### src/rtl/bcd_stream_to_bin.sv
// bcd_stream_to_bin
// -----------------
// Digit-serial BCD-to-binary decoder. Symbols arrive most-significant digit
// first; an optional leading Minus (4'hA) makes the number negative and the
// Empty code (4'hF) terminates it. The signed result and an error flag are
// presented over a valid/ready output handshake.
//
// Handshake: a transfer happens on a rising clk edge where valid && ready are
// both high. The producer holds data stable while valid is high and ready is
// low. This block never withdraws out_valid before out_ready is seen.
//
// Ports:
//   clk        system clock, rising edge
//   rst_n      asynchronous active-low reset
//   in_valid   in_digit holds a symbol
//   in_ready   block accepts a symbol this cycle (low while a result waits)
//   in_digit   0-9 digit, 4'hA Minus, 4'hF Empty, 4'hB-4'hE illegal
//   out_valid  result available
//   out_ready  consumer takes the result
//   out_value  signed two's-complement result (0 on error)
//   out_error  number malformed or out of range
//   busy       a number is partially received
module bcd_stream_to_bin #(
    parameter int DIGITS = 4,
    parameter int WIDTH  = 16
) (
    input  logic             clk,
    input  logic             rst_n,
    input  logic             in_valid,
    output logic             in_ready,
    input  logic [3:0]       in_digit,
    output logic             out_valid,
    input  logic             out_ready,
    output logic [WIDTH-1:0] out_value,
    output logic             out_error,
    output logic             busy
);

    localparam int AW = WIDTH + 4;
    localparam logic [3:0] SYM_MINUS = 4'hA;
    localparam logic [3:0] SYM_EMPTY = 4'hF;
    localparam logic [AW-1:0] LIM_NEG = AW'(1) << (WIDTH - 1);
    localparam logic [AW-1:0] LIM_POS = LIM_NEG - AW'(1);

    typedef enum logic [1:0] {
        IDLE  = 2'd0,
        ACCUM = 2'd1,
        DRAIN = 2'd2,
        DONE  = 2'd3
    } state_t;

    // FSM state is a named enum signal so checkers can bind to it directly.
    state_t state, state_next;

    logic [AW-1:0]    acc, acc_next;
    logic [3:0]       count, count_next;
    logic             neg, neg_next;

    logic             accept;
    logic             is_digit;
    logic [AW-1:0]    acc_dig;
    logic [AW-1:0]    acc_neg;
    logic [AW-1:0]    limit;
    logic [3:0]       count_inc;
    logic             dig_bad;
    logic             load_out;
    logic [WIDTH-1:0] value_next;
    logic             error_next;

    // in_ready is held low while reset is asserted so every output reads 0.
    assign in_ready  = rst_n && (state != DONE);
    assign out_valid = (state == DONE);
    assign busy      = (state == ACCUM) || (state == DRAIN);
    assign accept    = in_valid && in_ready;
    assign is_digit  = (in_digit <= 4'd9);

    // acc*10 + d. With acc bounded by 2^(WIDTH-1) the sum stays below
    // 2^(WIDTH+3), so the WIDTH+4 bit accumulator never wraps.
    assign acc_dig   = (acc << 3) + (acc << 1) + {{(AW-4){1'b0}}, in_digit};
    assign acc_neg   = ~acc + AW'(1);
    assign limit     = neg ? LIM_NEG : LIM_POS;
    assign count_inc = count + 4'd1;
    assign dig_bad   = (count_inc > 4'(DIGITS)) || (acc_dig > limit);

    always_ff @(posedge clk or negedge rst_n) begin
        if (!rst_n) begin
            state <= IDLE;
            acc   <= '0;
            count <= '0;
            neg   <= 1'b0;
        end else begin
            state <= state_next;
            acc   <= acc_next;
            count <= count_next;
            neg   <= neg_next;
        end
    end

    always_comb begin
        state_next = state;
        acc_next   = acc;
        count_next = count;
        neg_next   = neg;
        load_out   = 1'b0;
        value_next = '0;
        error_next = 1'b0;

        case (state)
            IDLE, ACCUM: begin
                if (accept) begin
                    if (is_digit) begin
                        // In IDLE acc is 0, so this also loads the first digit.
                        acc_next   = acc_dig;
                        count_next = count_inc;
                        state_next = dig_bad ? DRAIN : ACCUM;
                    end else if (in_digit == SYM_EMPTY) begin
                        state_next = DONE;
                        load_out   = 1'b1;
                        if (state == ACCUM && count != 4'd0) begin
                            value_next = neg ? acc_neg[WIDTH-1:0] : acc[WIDTH-1:0];
                        end else begin
                            // Empty number or a lone Minus.
                            error_next = 1'b1;
                        end
                    end else if (in_digit == SYM_MINUS && state == IDLE) begin
                        neg_next   = 1'b1;
                        count_next = 4'd0;
                        state_next = ACCUM;
                    end else begin
                        state_next = DRAIN;
                    end
                end
            end
            DRAIN: begin
                if (accept && in_digit == SYM_EMPTY) begin
                    state_next = DONE;
                    load_out   = 1'b1;
                    error_next = 1'b1;
                end
            end
            DONE: begin
                if (out_ready) begin
                    state_next = IDLE;
                    acc_next   = '0;
                    count_next = 4'd0;
                    neg_next   = 1'b0;
                end
            end
            default: state_next = IDLE;
        endcase
    end

    // Result registers only move on entry to DONE, so they stay stable for
    // the whole time the result is offered and afterwards.
    always_ff @(posedge clk or negedge rst_n) begin
        if (!rst_n) begin
            out_value <= '0;
            out_error <= 1'b0;
        end else if (load_out) begin
            out_value <= value_next;
            out_error <= error_next;
        end
    end

endmodule

### config.mk
export PLATFORM = sky130hd
export DESIGN_NAME = bcd_stream_to_bin
export DESIGN_NICKNAME = d
export VERILOG_FILES = /design/src/rtl/bcd_stream_to_bin.sv
export SDC_FILE = /design/constraint.sdc
export NUM_CORES = 1
export LEC_CHECK = 0
export CAP_MARGIN = 0
export CORE_UTILIZATION = 60
export CTS_CLUSTER_SIZE = 14
export DETAILED_ROUTE_END_ITERATION = 16
export MAX_ROUTING_LAYER = met4
export PLACE_DENSITY = 0.9
export SLEW_MARGIN = 25
export SYNTH_ARGS = -nofsm -noshare
export SYNTH_HDL_FRONTEND = slang
export SYNTH_SLANG_ARGS = --single-unit
### constraint.sdc
create_clock -name clk -period 11.25 [get_ports clk]
set_input_delay 1.6875 -clock clk [delete_from_list [all_inputs] [get_ports clk]]
set_output_delay 1.6875 -clock clk [all_outputs]
set_load 0.005 [all_outputs]
# [Yosys cells after proc, flatten, opt, wreduce, memory -nomap -nowiden]
# Index checks and enable logic that the tools add are counted.
[totals] reg_bits=43 output_inout_bits=20 inputBits=8 wordCells=85
[op_classes] add_sub_neg=4 n_bitwise=1 order_cmp=3 eq_ne=15 muxes=41 reduce_logical=15
[op_table] op="16-bit two-way mux" n=7
[op_table] op="19-bit two-way mux" n=3
[op_table] op="19-bit one-hot mux with 2 select lines" n=1
[op_table] op="20-bit adder" n=1
[op_table] op="20-bit by 4-bit adder with 20-bit output" n=1
[op_table] op="20-bit by 16-bit > comparator with 1-bit output" n=1
[op_table] op="4-bit two-way mux" n=5
[op_table] op="16-bit by 1-bit adder with 16-bit output (second input constant)" n=1
[op_table] op="16-bit inverter" n=1
[op_table] op="2-bit two-way mux" n=7
[op_table] op="1-bit two-way mux" n=13
[op_table] op="2-bit != test (second input constant)" n=6
[op_table] op="4-bit equality test (second input constant)" n=2
[op_table] op="4-bit one-hot mux with 2 select lines" n=1
[op_table] op="3-bit != test (second input constant)" n=2
[op_table] op="1-bit one-hot mux with 2 select lines" n=3
[op_table] op="2-bit one-hot mux with 3 select lines" n=1
[op_table] op="6-bit AND reduction" n=1
[op_table] op="1-bit logical AND" n=5
[op_table] op="5-bit AND reduction" n=1
[op_table] op="4-bit by 1-bit adder with 4-bit output (second input constant)" n=1
[op_table] op="2-bit equality test (second input constant)" n=2
[op_table] op="4-bit by 3-bit > comparator with 1-bit output (second input constant)" n=1
[op_table] op="4-bit <= comparator (second input constant)" n=1
[op_table] op="9 further kinds" n=11

# [Longest topological paths before layout]
# Gate-level depths: netlist of the first run.
[depth] depth_word=8 mapped_depth=20 mapped_depth_nobuf=20

# [Worst setup path before layout of the first run]
# OpenSTA, ideal clock, no wires.
[synth_timing] path_kind="input to register" start="in in_digit[3]" end="reg state[1]" setup_slack_ps=5746 arrival_time_ps=5381 required_time_ps=11127 n_path_buf=0 path_stages=20 setup_ps=123 cell_sequence="inv_1 fa_1 inv_1 ha_1 a211oi_1 o21bai_1 a21oi_2 o21a_1 o21bai_1 a21oi_1 xor2_1 inv_1 ha_1 nand4_1 nor4_1 a21oi_1 a211oi_1 nand2_1 o41a_1 o221a_1"
[synth_via] elab_chain_len=7 word_cells_on_any_way=16 cone_classes="add/sub (1); order compare (2); eq/ne (3); mux (6); reduce/logical (4)"
[synth_lines] element="from (decl)" line="31" text="input logic [3:0] in_digit,"
[synth_lines] element="20-bit by 4-bit adder with 20-bit output / 4-bit equality test (equally long branches)" line="79, 125"
[synth_lines] element="20-bit by 16-bit > comparator with 1-bit output / 1-bit logical AND (equally long branches)" line="83, 125"
[synth_lines] element="1-bit logical OR / 2-bit two-way mux (equally long branches)" line="83, 125"
[synth_lines] element="2-bit two-way mux (on tied branches)" line="115, 116"
[synth_lines] element="2-bit two-way mux" line="111" text="if (is_digit) begin"
[synth_lines] element="2-bit two-way mux" line="110" text="if (accept) begin"
[synth_lines] element="2-bit one-hot mux with 3 select lines" line="108" text="case (state)"
[synth_lines] element="to (signal assigned)" line="92" text="state <= state_next;"
[synth_lines] element="to (decl)" line="53" text="state_t state, state_next;"
# Parallel ways exist; a longest one is shown, timed or not. The select of a mux whose other input is x is not followed.
# A chain may end at the register's enable or synchronous reset.

# [Worst setup path in the final report of the first run]
# Ends and elaborated chain as after synthesis.

==> results of run 1 <==
-- cell usage in the layout, fill, tap and decap left out, drive strengths merged, types with 7 or more instances in the layout --
master,netlist,final
nand2,56,56
a21o,11,11
xnor2,14,14
inv,17,17
dfrtp,43,43
o31ai,9,9
nor2,14,14
nand2b,10,10
clkdlybuf4s50,0,26
a21oi,24,24
a22o,12,12
ha,58,58
o21ai,46,46
nand3,13,13
xor2,15,15
nand4,7,7
a211oi,9,9
-- metrics by stage --
| step | cells | utilization (%) |
|---|---|---|
| 6_report | 517 | 69.5 |
| 5_1_grt | 517 | 69.5 |
| 4_1_cts | 517 | 69.3 |
| 3_5_place_dp | 509 | 67.4 |
| 3_3_place_gp | 509 | 67.4 |
| 2_1_floorplan | 416 | - |
-- area by class of cell --
class | count | share of cell area [%]
multi-input cells | 346 | 60.4
flip-flops and latches | 43 | 26.4
repair buffers | 28 | 6.67
well taps | 75 | 2.30
clock inverters | 3 | 1.07
inverters | 17 | 1.56
clock buffers | 5 | 1.68
-- worst max-delay path, delay by kind of cell --
family,cells,cell delay (ps)
buffers and inverters,3,640
and+or+nand+nor,7,660
AOI/OAI and AO/OA,7,2060
adders and majority gates,3,1320
-- cell families after synthesis --
group,count (synthesis),synth area share (%)
muxes,1,0.275
and+or+nand+nor,126,16.4
xor gates and xnor gates,29,6.98
buffers and inverters,27,2.82
adders and majority gates,60,21.0
DFF,43,29.6
AOI/OAI and AO/OA,130,23.0
-- flip-flops by register name (all words and copies together) (netlist names) --
signal and count:
count 4, state 2, neg 1, acc 19
out_error 1, out_value 16
-- per-layer routing --
metal / vias up / GRT usage, %
met2: 93 / 45.0
met3: 14 / 4.11
met1: 1509 / 37.3
met4: 0 / 6.43
li1: 1568 / -
met5: - / -
-- path summary, 6_finish.rpt --
check	startpoint	to	slack [ps]
max	in_digit[3]	state[1]	5090
min	out_value[9]	out_value[9]	490
max reg2reg	acc[2]	state[1]	6540
min reg2reg	out_value[9]	out_value[9]	490
max in group asynchronous	rst_n	neg	9370
min in group asynchronous	rst_n	acc[5]	1470
-- power by group through the flow --
stage / logic, mW / clock network (mW) / registers (mW)
final: 0.972 / 0.123 / 0.292
after floorplan: 0.745 / 0 / 0.267
after global placement: 0.923 / 0 / 0.290
after detailed placement: 0.957 / 0 / 0.294
after global routing: 1.10 / 0.133 / 0.301
after CTS: 0.966 / 0.125 / 0.291
==> impl_metrics.tcl, run 1 <==
set metrics [dict create \
    layout-drive-gt1-share_pct 3.85 \
    async_flop_share_pct 100 \
    yosys_register_bits 43 \
    fin_nets 509 \
    cp_slowest_cell "fa_1" \
    syn-instance-count 416 \
    insertion_delay_ps 300 \
    syn-cell-area_mm2 0.00364 \
    fillers 469 \
    grt_pass1_vias 2862 \
    cts_sinks 43 \
    hold_ws_ps 486 \
    finalHoldViolations 0 \
    fp.dieW_um 79.9 \
    gp_congestion 0.910 \
    fmaxAchievable_mhz 162 \
    setup_viol 0 \
    synth-main-ff-cell "dfrtp_1" \
    core_area_mm2 0.00589 \
    worst_pin_slew_ps 1050 \
    rsz0062_at_grt "false" \
    wl_per_cell_um 16.0 \
    met3_length_um 425 \
    ios 28 \
    p_switching_mw 0.691 \
    sw_frac_of_total_pct 49.8 \
    dr_total_vias 3184 \
    critPathKind "in -> reg" \
    grt_max_degree 47 \
    cp_data_arrival_time_ps 6350 \
    dp_slack_ps 4860 \
    fin_ws_ps 5090 \
    root_buffer "clkbuf_8" \
    cap_violations 0 \
    drt-pass1-iter-count 10 \
    yosys-top-cells-area "dfrtp_1 (30%), ha_1 (20%), o21ai_0 (5.9%)" \
    synth.avg_cell_area_um2 8.75 \
    path_max_fanout 3 \
    rows 28 \
    design.die.area_mm2 0.00638 \
    syn2layout_area_growth_pct 12.3 \
    final_antenna_net_count 0 \
    critPathCaptureType "register" \
    tritoncts "done" \
    yosysSeqAreaShare_pct 29.6 \
    drc 1 \
    seqPwrFrac_pct 21.1 \
    wl_met1_mm 3.78 \
    power_leakage_nw 1.95 \
    syn_nets 484 \
    worstPathCellList "clkdlybuf4s50_1, inv_1, fa_1, inv_1, fa_1, a211oi_1, o211ai_1, nand3_1, nand2_1, a211oi_1, nor2b_1, ha_1, nand2_1, nor2_1, a211oi_1, nand4_1, a211oi_1, nand2_1, o41a_1, o221a_1" \
    period_share_pct 54.8 \
    initial_core_util_pct 61.9 \
    cts_buffer_depth 2 \
    finalCriticalPeriod_ps 6160 \
    grt_usage_pct 28.0 \
    start_kind "primary input" \
    grt_pass1_wl_mm 13.6 \
    cp_common_cell "a211oi_1" \
    synth-warning-count 0 \
    total_power_mw 1.39 \
    power_frac_comb_pct 70.1 \
    drt_iter0_drc 225 \
    place_area_mm2 0.00397 \
    hpwl_mm 6.39 \
    clkPwrFrac_pct 8.9 \
    antenna_found_initial 0 \
    numCtsBuffers 5 \
    gr-total-overflow 0 \
    required_ps 11440 \
    cpPeakStageDelay_ps 550 \
    intPower_mw 0.697 \
    synth.most_common_cell "ha_1" \
    finalSetupTns_ps 0 \
    hp-class "reg -> reg" \
    fin_skew_ps 8.00 \
    slew_viol_final 0 \
    wl_met2_mm 3.97 \
    status "complete, but fails checks" \
    cts_resized 0 \
    hold_buffers 0 \
    synth_edf_count 0 \
    ir_drop_uv 154 \
    min_delay_path_depth 2 \
    via_per_inst 6.16 \
    synth_cell_type_count 42 \
    final_cell_area_mm2 0.00409 \
    multiInputGateArea_mm2 0.00247 \
    p_per_area_mw_per_mm2 339 \
    reg2reg_depth 19 \
    violations "DRC" \
    regArea_mm2 0.00108 \
    highest_layer "met4" \
    wl_mm 8.30 \
    slew_headroom_pct 29.5 \
    die_h_um 79.9 \
    synth_top_area_share_pct 29.6 \
    postCtsSetupRepairBufs 0 \
    clkTransAtPathRegs_ps 90 \
    port_buffers 27 \
    h-tree-depth 2 \
    yosys.area.top_type "dfrtp_1" \
    synth_common_cells "ha_1 (58), nand2_1 (56), dfrtp_1 (43), o21ai_0 (43), a21oi_1 (23)" \
    diodes 0 \
]
No activity file was read; power rests on OpenSTA's default activity.
==> run 2, diff against run 1 <==
Clock period 11.25 ns to 5.8 ns, I/O delays scaled along.
==> run 2 against run 1 <==
The flow still finishes with violations (DRC). Non-clock buffer count rose by 1. Global-route usage rose by 0.37 points. Final cell count rose by 0.19%. Routed wire length fell by 0.74%. Die area did not move. Register-to-register slack got worse by 5400 ps. Total power rose by 92%. Via count fell by 2.0%. Sequential cell count did not move. First-iteration DRC count fell by 29%. Cell area fell by 0.18%. Critical endpoint unchanged. Largest cell class unchanged. Largest power group unchanged.
==> impl_metrics.tcl, run 2 (same netlist as run 1, synthesis figures left out) <==
set metrics [dict create \
    slew_viol_final 0 \
    wl_per_cell_um 15.9 \
    p_switching_mw 1.32 \
    critPathCaptureType "register" \
    grt_pass1_wl_mm 13.6 \
    finalSetupTns_ps 0 \
    fin_skew_ps 6.56 \
    worst_pin_slew_ps 1050 \
    fin_nets 510 \
    cpPeakStageDelay_ps 540 \
    cap_violations 0 \
    period_share_pct 92.6 \
    finalCriticalPeriod_ps 5370 \
    wl_mm 8.24 \
    grt_usage_pct 28.4 \
    core_area_mm2 0.00589 \
    clkTransAtPathRegs_ps 80 \
    critPathKind "in -> reg" \
    numCtsBuffers 5 \
    diodes 0 \
    dr_total_vias 3120 \
    setup_viol 0 \
    power_frac_comb_pct 70.7 \
    tritoncts "done" \
    worstPathCellList "clkdlybuf4s50_1, inv_1, fa_1, inv_1, fa_1, a211oi_1, o211ai_1, nand3_1, nand2_1, a211oi_1, nor2b_1, ha_1, nand2_1, nor2_1, a211oi_1, nand4_1, a211oi_1, nand2_1, o41a_1, o221a_1" \
    clkPwrFrac_pct 8.0 \
    rsz0062_at_grt "false" \
    ios 28 \
    layout-drive-gt1-share_pct 3.61 \
    die_h_um 79.9 \
    start_kind "primary input" \
    insertion_delay_ps 290 \
    hpwl_mm 6.52 \
    final_common_cell "ha_1" \
    syn2layout_area_growth_pct 12.1 \
    grt_pass1_vias 2898 \
    violations "DRC" \
    cts_resized 0 \
    rows 28 \
    finalHoldViolations 0 \
    fmaxAchievable_mhz 186 \
    antenna_found_initial 0 \
    via_per_inst 6.02 \
    cp_slowest_cell "fa_1" \
    dp_slack_ps 216 \
    drt-pass1-iter-count 10 \
    cts_sinks 43 \
    path_max_fanout 3 \
    top_regs "acc: 19 flops, out_value: 16 flops, count: 4 flops" \
    port_buffers 27 \
    max_flop_register "acc" \
    gp_congestion 0.916 \
    status "complete, but fails checks" \
    slew_headroom_pct 29.7 \
    drc 1 \
    h-tree-depth 2 \
    largest_register_ff_count 19 \
    root_buffer "clkbuf_8" \
    hp-class "reg -> reg" \
    cp_common_cell "a211oi_1" \
    layout_common_cells "ha_1 (58), nand2_1 (56), o21ai_0 (43), dfrtp_1 (43), clkdlybuf4s50_1 (26)" \
    power_leakage_nw 1.95 \
    cp_data_arrival_time_ps 5560 \
    fin_ws_ps 428 \
    seqPwrFrac_pct 21.3 \
    intPower_mw 1.34 \
    gr-total-overflow 0 \
    grt_max_degree 46 \
    postCtsSetupRepairBufs 0 \
    p_per_area_mw_per_mm2 652 \
    sw_frac_of_total_pct 49.8 \
    required_ps 5980 \
    design.die.area_mm2 0.00638 \
    cts_buffer_depth 2 \
    fp.dieW_um 79.9 \
    drt_iter0_drc 160 \
    ir_drop_uv 325 \
    final_antenna_net_count 0 \
    hold_buffers 0 \
    initial_core_util_pct 61.9 \
]
## run 2: cell types whose count changed in the layout (fill, tap and decap cells not counted), sizes merged
cell / change
clkinv: -2
clkinvlp: +1
buf: +1
clkbuf: +2
bufinv: -1
## run 2: power groups by stage
stage / combinational [mW] / clock, mW / sequential (mW)
2_1_floorplan: 1.45 / 0 / 0.517
5_1_grt: 2.15 / 0.232 / 0.584
3_3_place_gp: 1.80 / 0 / 0.563
6_report: 1.88 / 0.211 / 0.567
4_1_cts: 1.87 / 0.216 / 0.563
3_5_place_dp: 1.86 / 0 / 0.570
## run 2: metrics by stage
stage | hold WS, ps | cells | total power, mW | utilization [%] | area, um^2
final | 484 | 518 | 2.66 | 69.3 | 4080
after floorplan | 473 | 416 | 1.96 | - | 3640
after global placement | 460 | 510 | 2.36 | 67.6 | 3980
after CTS | 491 | 518 | 2.65 | 69.3 | 4080
after detailed placement | 472 | 510 | 2.43 | 67.6 | 3980
after global routing | 515 | 518 | 2.96 | 69.3 | 4080
## run 2: path summary, 6_finish.rpt
| kind | slack, ps | from | depth (start not counted) | to |
|---|---|---|---|---|
| setup / recovery | 430 | in_digit[3] | 20 | state[1] |
| hold / removal | 480 | out_value[13] | 2 | out_value[13] |
| setup reg to reg | 1150 | acc[2] | 19 | state[1] |
| hold reg to reg | 480 | out_value[13] | 2 | out_value[13] |
| max in group asynchronous | 4690 | rst_n | 2 | acc[17] |
| min in group asynchronous | 730 | rst_n | 2 | acc[7] |
## run 2: area by class of cell
class	instances	area (um^2)
multi-input combinational	346	2460
fill	457	1810
sequential	43	1080
timing repair buffer	29	280
clock buffer	7	96.3
tap	75	93.8
inverter	17	63.8
clock inverter	1	7.51
## run 2: per-layer routing
metal  part of all wire, %  wire length, um  vias up  track usage [%]
met1                    47             3840     1451             36.6
met3                   3.6              300       12             4.23
met2                    48             3990       89             46.5
li1                      -                -     1568                -
met5                     0                0        -                -
met4                   1.2               98        0             7.32
## run 2: critical path: cells and delay by family
| family | cells | cell delay [ps] |
|---|---|---|
| AO/OA/AOI/OAI | 7 | 2040 |
| adder cells (fa/ha/maj) | 3 | 1310 |
| buffers and inverters | 3 | 690 |
| AND/OR/NAND/NOR | 7 | 620 |
==> run 3, diff against run 2 <==
Settings changed: CORE_ASPECT_RATIO set to 0.6, CORE_UTILIZATION 60 to 54, CTS_CLUSTER_SIZE 14 to not set, PLACE_DENSITY 0.9 to 0.86.
Clock period 5.8 ns to 4.7 ns, I/O delays scaled along.
==> run 3 against run 2 <==
The flow now finishes without violations. Non-clock buffer count is 34 higher. Cell area up 8.2%. Hold slack lost 220 ps. Global-route usage is 1.4 points higher. Register-to-register slack worse by 1000 ps. Critical path depth is 1 higher. Critical path type unchanged. Critical endpoint unchanged. Largest cell class unchanged.
==> impl_metrics.tcl, run 3 (same netlist as run 1, synthesis figures left out) <==
set metrics [dict create \
    fillers 506 \
    numCtsBuffers 5 \
    finalHoldViolations 0 \
    top_regs "acc: 19 flops, out_value: 16 flops, count: 4 flops" \
    fp.dieW_um 108 \
    reg2reg_depth 20 \
    grt_pass1_wl_mm 15.4 \
    period_share_pct 97.0 \
    wl_mm 9.78 \
    cts_sinks 43 \
    final_antenna_net_count 0 \
    dp_slack_ps -771 \
    largest_register_ff_count 19 \
    placed_cells 547 \
    tritoncts "done" \
    final_common_cell "nand2_1" \
    slew_viol_final 0 \
    worst_pin_slew_ps 1110 \
    finalCriticalPeriod_ps 4560 \
    fin_cells 561 \
    antenna_found_initial 0 \
    drt_iter0_drc 290 \
    grt_max_degree 38 \
    gp_congestion 0.985 \
    cts_buffer_depth 2 \
    root_buffer "clkbuf_8" \
    slew_headroom_pct 26.0 \
    gr-total-overflow 0 \
    hp-class "in -> async" \
    reg2reg_from "acc[0]" \
    grt_usage_pct 29.8 \
    r2r_end "state[1]" \
    grt_pass1_vias 3025 \
    dr_total_vias 3445 \
    required_ps 4890 \
    drc 0 \
    fin_skew_ps 4.17 \
    path_max_fanout 4 \
    layout-drive-gt1-share_pct 13.6 \
    cp_data_arrival_time_ps 4750 \
    critPathKind "in -> reg" \
    h-tree-depth 2 \
    port_buffers 27 \
    diodes 0 \
    hold_ws_ps 261 \
    finalSetupTns_ps 0 \
    insertion_delay_ps 300 \
    wl_per_cell_um 17.4 \
    start_kind "primary input" \
    reg2reg_slack_ps 150 \
    fin_nets 544 \
    critPathCaptureType "register" \
    die_h_um 65.6 \
    via_per_inst 6.14 \
    max_flop_register "acc" \
    hpwl_mm 7.55 \
    drt-pass1-iter-count 5 \
    hold_buffers 0 \
    design.die.area_mm2 0.00709 \
    status "finished, final reports clean" \
    rows 22 \
    fmaxAchievable_mhz 219 \
    cap_violations 0 \
    initial_core_util_pct 57.8 \
    setup_viol 0 \
    clkTransAtPathRegs_ps 90 \
    core_area_mm2 0.00630 \
    layout_common_cells "nand2_1 (56), ha_1 (53), o21ai_0 (43), dfrtp_1 (43), buf_4 (36)" \
    ios 28 \
    fin_ws_ps 139 \
    syn2layout_area_growth_pct 21.2 \
]
==> run 3: critical path, cell delays in order <==
cell and delay [ps]:
clkbuf_2 110, inv_2 50, fa_1 520, inv_2 70, ha_4 210, a211oi_2 210, o21bai_1 110, a21oi_2 230
o21a_1 180, o21bai_1 60, a21oi_1 180, xor2_1 220, inv_1 110, ha_4 280, nand4_1 160, nor4_2 340
a21oi_1 90, a211oi_2 200, nand2_1 80, o41a_1 380, o221a_1 270
==> run 3: cell type report <==
class	count	area, um^2	share of cell area [%]
Clock buffer	6	72.6	1.64
Inverter	17	63.8	1.45
Tap cell	84	105	2.38
Clock inverter	2	12.5	0.283
Sequential cell	43	1080	24.4
Multi-Input combinational cell	346	2550	57.8
Timing Repair Buffer	63	533	12.1
==> run 3: how the worst max path moves through the flow <==
stage,to,cells after the start,start
after floorplan,state[1],20,in_digit[3]
after global placement,state[1],20,in_digit[3]
after detailed placement,state[1],21,in_digit[3]
after CTS,state[1],21,in_digit[3]
after global routing,state[1],21,in_digit[3]
final,state[1],21,in_digit[3]
==> run 3: per-layer routing <==
| metal | vias to the layer above | GRT usage, % | routed length (um) |
|---|---|---|---|
| met3 | 25 | 6.65 | 1060 |
| met2 | 179 | 40.3 | 3700 |
| met5 | - | - | 0 |
| li1 | 1641 | - | - |
| met4 | 0 | 5.99 | 188 |
| met1 | 1600 | 44.7 | 4830 |
==> run 3: metrics by stage <==
step                      util [%]  cell area [um^2]
after CTS                     69.1              4350
after floorplan                  -              3640
after global routing          70.0              4410
final                         70.0              4410
after detailed placement      66.6              4200
after global placement        66.6              4200
==> run 3: repair_timing <==
item                       CTS  global route
resized for setup           10            10
hold endpoints to repair     0             0
gates cloned                 0             0
setup endpoints to repair    2             2
setup buffers                4             2
pin swaps                   16            13
Power of run 3 is left out: the tool's default activity adds up to more than one toggle a clock period on the data nets, which glitch-free logic cannot reach.
==> edit 1, RTL diff (settings of run 2) <==
Make the reset (`rst_n`) synchronous in 2 clocked blocks. Comments in the files are not updated.
--- a/src/rtl/bcd_stream_to_bin.sv
+++ b/src/rtl/bcd_stream_to_bin.sv
@@ -83,5 +83,5 @@
     assign dig_bad   = (count_inc > 4'(DIGITS)) || (acc_dig > limit);
 
-    always_ff @(posedge clk or negedge rst_n) begin
+    always_ff @(posedge clk) begin
         if (!rst_n) begin
             state <= IDLE;
@@ -153,5 +153,5 @@
     // Result registers only move on entry to DONE, so they stay stable for
     // the whole time the result is offered and afterwards.
-    always_ff @(posedge clk or negedge rst_n) begin
+    always_ff @(posedge clk) begin
         if (!rst_n) begin
             out_value <= '0;
Behaviour: differs if rst_n is asserted again (counterexample within 4 cycles, from zero or initial values and one cycle with rst_n low); with rst_n held inactive, the same outputs for 4 cycles.
==> edit 1 against run 2 <==
- cell area rose by 2.1%
- sequential cell count did not move
- via count rose by 11%
- wire length rose by 6.7%
- hold slack got worse by 0.011 ns
- setup slack improved by 0.44 ns
- maximum frequency rose by 9.0%
- area after synthesis rose by 3.6%
- cell count rose by 5.8%
- sequential share of layout area fell by 5.7 points
- critical path depth fell by 1
- critical path type unchanged
- critical endpoint is now state[1]
- highest routed layer unchanged
Power is not compared: it rests on default switching activity, and its combinational part moved more than twofold at a synthesized area within 25%.
==> edit 1: results (changes against run 2) <==
* Global-route wire length before repair at 14.5 mm (+7.2%)
* Slew Limit Headroom at 0.339 (+0.0426)
* Mux cell area share after synthesis at 0.00265 (-0.0000957)
* Synth Area in Adders at 0.203 (-0.00732)
* Synth top cells by count: ha_1 (58), dfxtp_1 (43), nor2_1 (34)
* GR Util met1 at 0.338 (-0.0287)
* CTS max path bufs at 2 (unchanged)
* Crit-path slowest cell: fa_1
* Crit Path Max Fanout at 4 (+1)
* Syn Nets at 522 (+7.9%)
* Sequential share of the synthesized area at 0.228 (-0.0673)
* R2R Path Start: acc[0]
* Compound-Gate Fraction of Synth Area at 0.243 (+0.0132)
* Total CTS buffers at 5 (unchanged)
* Synth Area in XOR/XNOR at 0.0720 (+0.00221)
* Tot GR Track Use at 0.291 (+0.00687)
* Synth top area share at 0.228 (-0.0673)
* DPL Wire Length at 6.58 mm (+0.83%)
* HP Start: out_value[9]
* Met2 global-route usage at 0.478 (+0.0125)
* Root buffer cell: clkbuf_8
* Switching power at 0.499 mW
* Critical path arrival at 5.13 ns (-0.43 ns)
* Vias/cell at 6.32 (+4.9%)
* Largest net degree at the start of global routing at 51 (+11%)
* R2R cell count at 18 (-1)
* Fin Clk Skew at 0.00542 ns (-0.00114 ns)
* FFs w/ async S/R, synth at 0 (-1.00)
* Syn Area/Cell at 8.31 um^2 (-5.1%)
* Layout cells sized above 1 at 0.0402 (+0.00405)
* Placed cell count at 540 (+5.9%)
* Post-detailed-route wirelength per cell at 16.0 um (+0.82%)
* R2R Path End: state[1]
* Via Count at 3463 (+11%)
* Synth area leaders: dfxtp_1 (23%), ha_1 (19%), nor2b_1 (5.3%), xnor2_1 (4.4%), a22oi_1 (4.0%)
* # fillers at 443 (-3.1%)
* First-pass iteration count of the detailed router at 5 (-5)
* Comb power at 0.574 mW
* Cts repair resizes at 0 (unchanged)
* Top FF cell, synth: dfxtp_1
* Synth cell types at 55 (+31%)
* Yosys warns at 0 (unchanged)
* Peak supply drop at about 150 uV
* Gpl congestion at 0.945 (+3.2%)
* CP endpoint: state[1]
* CP delay by family, top: simple AND/OR/NAND/NOR gates
* Leak Pwr at between 1.5 and 2 nW
* Hold Path End: out_value[9]
* Iter 0 DRT Violations at 246 (+54%)
* Outcome: completed
* GRT met3 Usage at 0.0483 (+0.00603)
* Number of global-route vias before repair at 3216 (+11%)
* R2R setup slack at 1.47 ns (+0.32 ns)
* MaxCap Viol Count at 0 (unchanged)
* Largest registers: acc: 19 flops, out_value: 16 flops, count: 4 flops
* H-tree depth at 2 (unchanged)
## edit 1: area by class of cell
class / count / area [um^2] / area share
Clock buffer: 7 / 76.3 / 0.0183
Clock inverter: 1 / 5.00 / 0.00120
Inverter: 14 / 52.6 / 0.0126
Multi-Input combinational cell: 380 / 2800 / 0.672
Sequential cell: 43 / 862 / 0.207
Tap cell: 75 / 93.8 / 0.0225
Timing Repair Buffer: 28 / 278 / 0.0667
## edit 1: through the flow
step                      hold slack (ns)  setup slack (ns)  power [mW]  instance area (um^2)  utilization
final                               0.473             0.871        1.14                  4170        0.695
after global routing                0.516             0.623        1.23                  4170        0.695
after CTS                           0.476             0.877        1.13                  4160        0.695
after detailed placement            0.465             0.618       0.946                  4080        0.681
after global placement              0.449             0.676       0.919                  4080        0.681
after floorplan                     0.458              1.43       0.809                  3770            -
## edit 1: layer usage
metal  up-vias  share of wire  wire length (um)
li1       1706              -                 -
met1      1590           0.43              3810
met4         0          0.028               248
met5         -              0                 0
met2       133           0.48              4230
met3        34          0.057               499
==> edit 2, RTL diff (config.mk and constraints of run 2) <==
Without the edit above. Set the parameter `WIDTH` to 32 (it was 16).
--- a/src/rtl/bcd_stream_to_bin.sv
+++ b/src/rtl/bcd_stream_to_bin.sv
@@ -23,5 +23,5 @@
 module bcd_stream_to_bin #(
     parameter int DIGITS = 4,
-    parameter int WIDTH  = 16
+    parameter int WIDTH  = 32
 ) (
     input  logic             clk,
Interface: changed (resized out_value); port bits go from 28 to 44. No check against the original RTL was run, so the function may have changed too.
==> edit 2 against run 2 <==
- sequential cell count rose by 32
- non-clock buffer count rose by 45
- cell area rose by 84%
- hold slack got worse by 0.0039 ns
- critical endpoint unchanged
- setup slack got worse by 0.18 ns
- die area rose by 79%
- maximum frequency fell by 3.3%
- combinational power rose by 82%
- area after synthesis rose by 81%
- wire length rose by 120%
- total power rose by 79%
==> edit 2: results (changes against run 2) <==
* Switching power at 2.45 mW (+85%)
* Placement Cell Area at 7320 um^2 (+84%)
* Placed cell count at 925 (+81%)
* Fin Clk Skew at 0.00701 ns (+0.000452 ns)
* Cells after Synth at 741 (+78%)
* Total CTS buffers at 9 (+4)
* Synth area leaders: dfrtp_1 (28%), ha_1 (20%), o21ai_0 (5.0%), nand2_1 (4.8%), xor2_1 (4.8%)
* Vias/cell at 6.40 (+6.2%)
* First-pass iteration count of the detailed router at 5 (-5)
* Met2 global-route usage at 0.563 (+0.0982)
* PortBufs at 43 (+59%)
* Clock latency at the later pin of the worst-skew pair at 0.37 ns (+0.08 ns)
* Class of the tightest hold or removal check: primary input to async pin
* Leak Pwr at 3.61 nW (+86%)
* Layout cells sized above 1 at 0.0797 (+0.0436)
* Synth cell types at 65 (+55%)
* Largest registers: acc: 35 flops, out_value: 32 flops, count: 4 flops
* Synth top cells by count: ha_1 (106), nand2_1 (85), dfrtp_1 (75)
* Syn Nets at 857 (+77%)
* H-tree depth at 3 (+1)
* Gpl congestion at 0.941 (+2.7%)
* Pre-CTS worst setup slack at -0.312 ns (-0.528 ns)
* Number of global-route vias before repair at 6046 (+110%)
* Slew Limit Headroom at 0.423 (+0.126)
* Yosys warns at 0 (unchanged)
* Tot GR Track Use at 0.341 (+0.0572)
* Hold Slack at 0.480 ns (-0.00388 ns)
* GRT met3 Usage at 0.0450 (+0.00270)
* Fin nets at 918 (+80%)
* R2R setup slack at 0.69 ns (-0.46 ns)
* Post-detailed-route wirelength per cell at 19.0 um (+20%)
* # fillers at 823 (+80%)
* GR Util met1 at 0.425 (+0.0584)
* DPL Wire Length at 13.5 mm (+110%)
* Max Fclk at 0.180 GHz (-3.3%)
* Outcome: completed
* Global-route wire length before repair at 29.4 mm (+120%)
* Sequential share of the synthesized area at 0.285 (-0.0107)
* Critical path arrival at 5.79 ns (+0.23 ns)
* Largest net degree at the start of global routing at 58 (+26%)
[edit 2: changes by cell type after synthesis, sizes merged, moves of 8 or more]
cell    delta
a21oi     +37
a22o      +11
nand4     +11
nor2      +10
xor2      +21
o21ai     +35
dfrtp     +32
clkbuf     +8
nand2     +29
xnor2     +12
ha        +48
[edit 2: what timing repair did]
item / in CTS / in global routing
gates resized for setup: 0 / 11
hold buffers: 0 / 0
setup buffers: 0 / 2
hold endpoints to repair: 0 / 0
setup endpoints to repair: 0 / 2
[edit 2: logic make-up (layout without fill, tap and decap cells)]
logic type	after synthesis	count (layout)	synth area share
compound gates	256	256	0.249
xor+xnor	62	62	0.0824
fa+ha+maj	108	108	0.207
buf+inv	45	107	0.0275
flops	75	75	0.285
mux	3	3	0.00475
simple gates	192	192	0.145
[edit 2: stage by stage]
stage / power [mW] / setup TNS [ns]
final: 4.75 / 0
after global routing: 5.18 / -0.0622
after CTS: 4.66 / 0
after detailed placement: 4.30 / -0.534
after global placement: 4.12 / -0.206
after floorplan: 3.28 / 0
[edit 2: final timing paths]
kind | startpoint | end | cells after the start
max in group asynchronous | rst_n | neg | 2
hold / removal | rst_n | out_value[14] | 1
min in group clk | out_value[14] | out_value[14] | 2
setup reg to reg | acc[2] | state[1] | 19
hold reg to reg | out_value[14] | out_value[14] | 2
setup / recovery | in_digit[3] | state[1] | 20
[edit 2: metal layers]
metal  vias up  share of wire
met4         0          0.024
met3        30          0.058
met5         -              0
met2       217           0.48
li1       2894              -
met1      2866           0.44
[edit 2: area by class of cell]
type | count | area [um^2] | area share
repair buffers | 74 | 661 | 0.0879
multi-input cells | 621 | 4580 | 0.609
clock buffers | 11 | 141 | 0.0188
well taps | 136 | 170 | 0.0226
inverters | 21 | 78.8 | 0.0105
flip-flops and latches | 75 | 1880 | 0.250
clock inverters | 1 | 5.00 | 0.000666
[edit 2: power groups by stage]
stage | sequential (mW) | combinational (mW) | clock [mW]
after floorplan | 0.895 | 2.39 | 0
after global placement | 0.979 | 3.14 | 0
after detailed placement | 0.996 | 3.31 | 0
after CTS | 0.987 | 3.32 | 0.344
after global routing | 1.02 | 3.79 | 0.364
final | 0.994 | 3.42 | 0.338
[edit 2: worst max-delay path: stages]
cell,delay (ns)
clkdlybuf4s50_1,0.51
fa_1,0.49
ha_1,0.35
a211oi_1,0.31
o21ai_1,0.18
a31oi_1,0.23
o21ai_0,0.15
a21oi_2,0.19
o21ai_0,0.13
xor2_1,0.18
ha_1,0.32
nand4_1,0.15
or4_1,0.55
nor4_2,0.28
nor2_1,0.06
a21oi_1,0.11
o211ai_1,0.11
a2111o_1,0.38
a21oi_1,0.15
a21oi_1,0.08
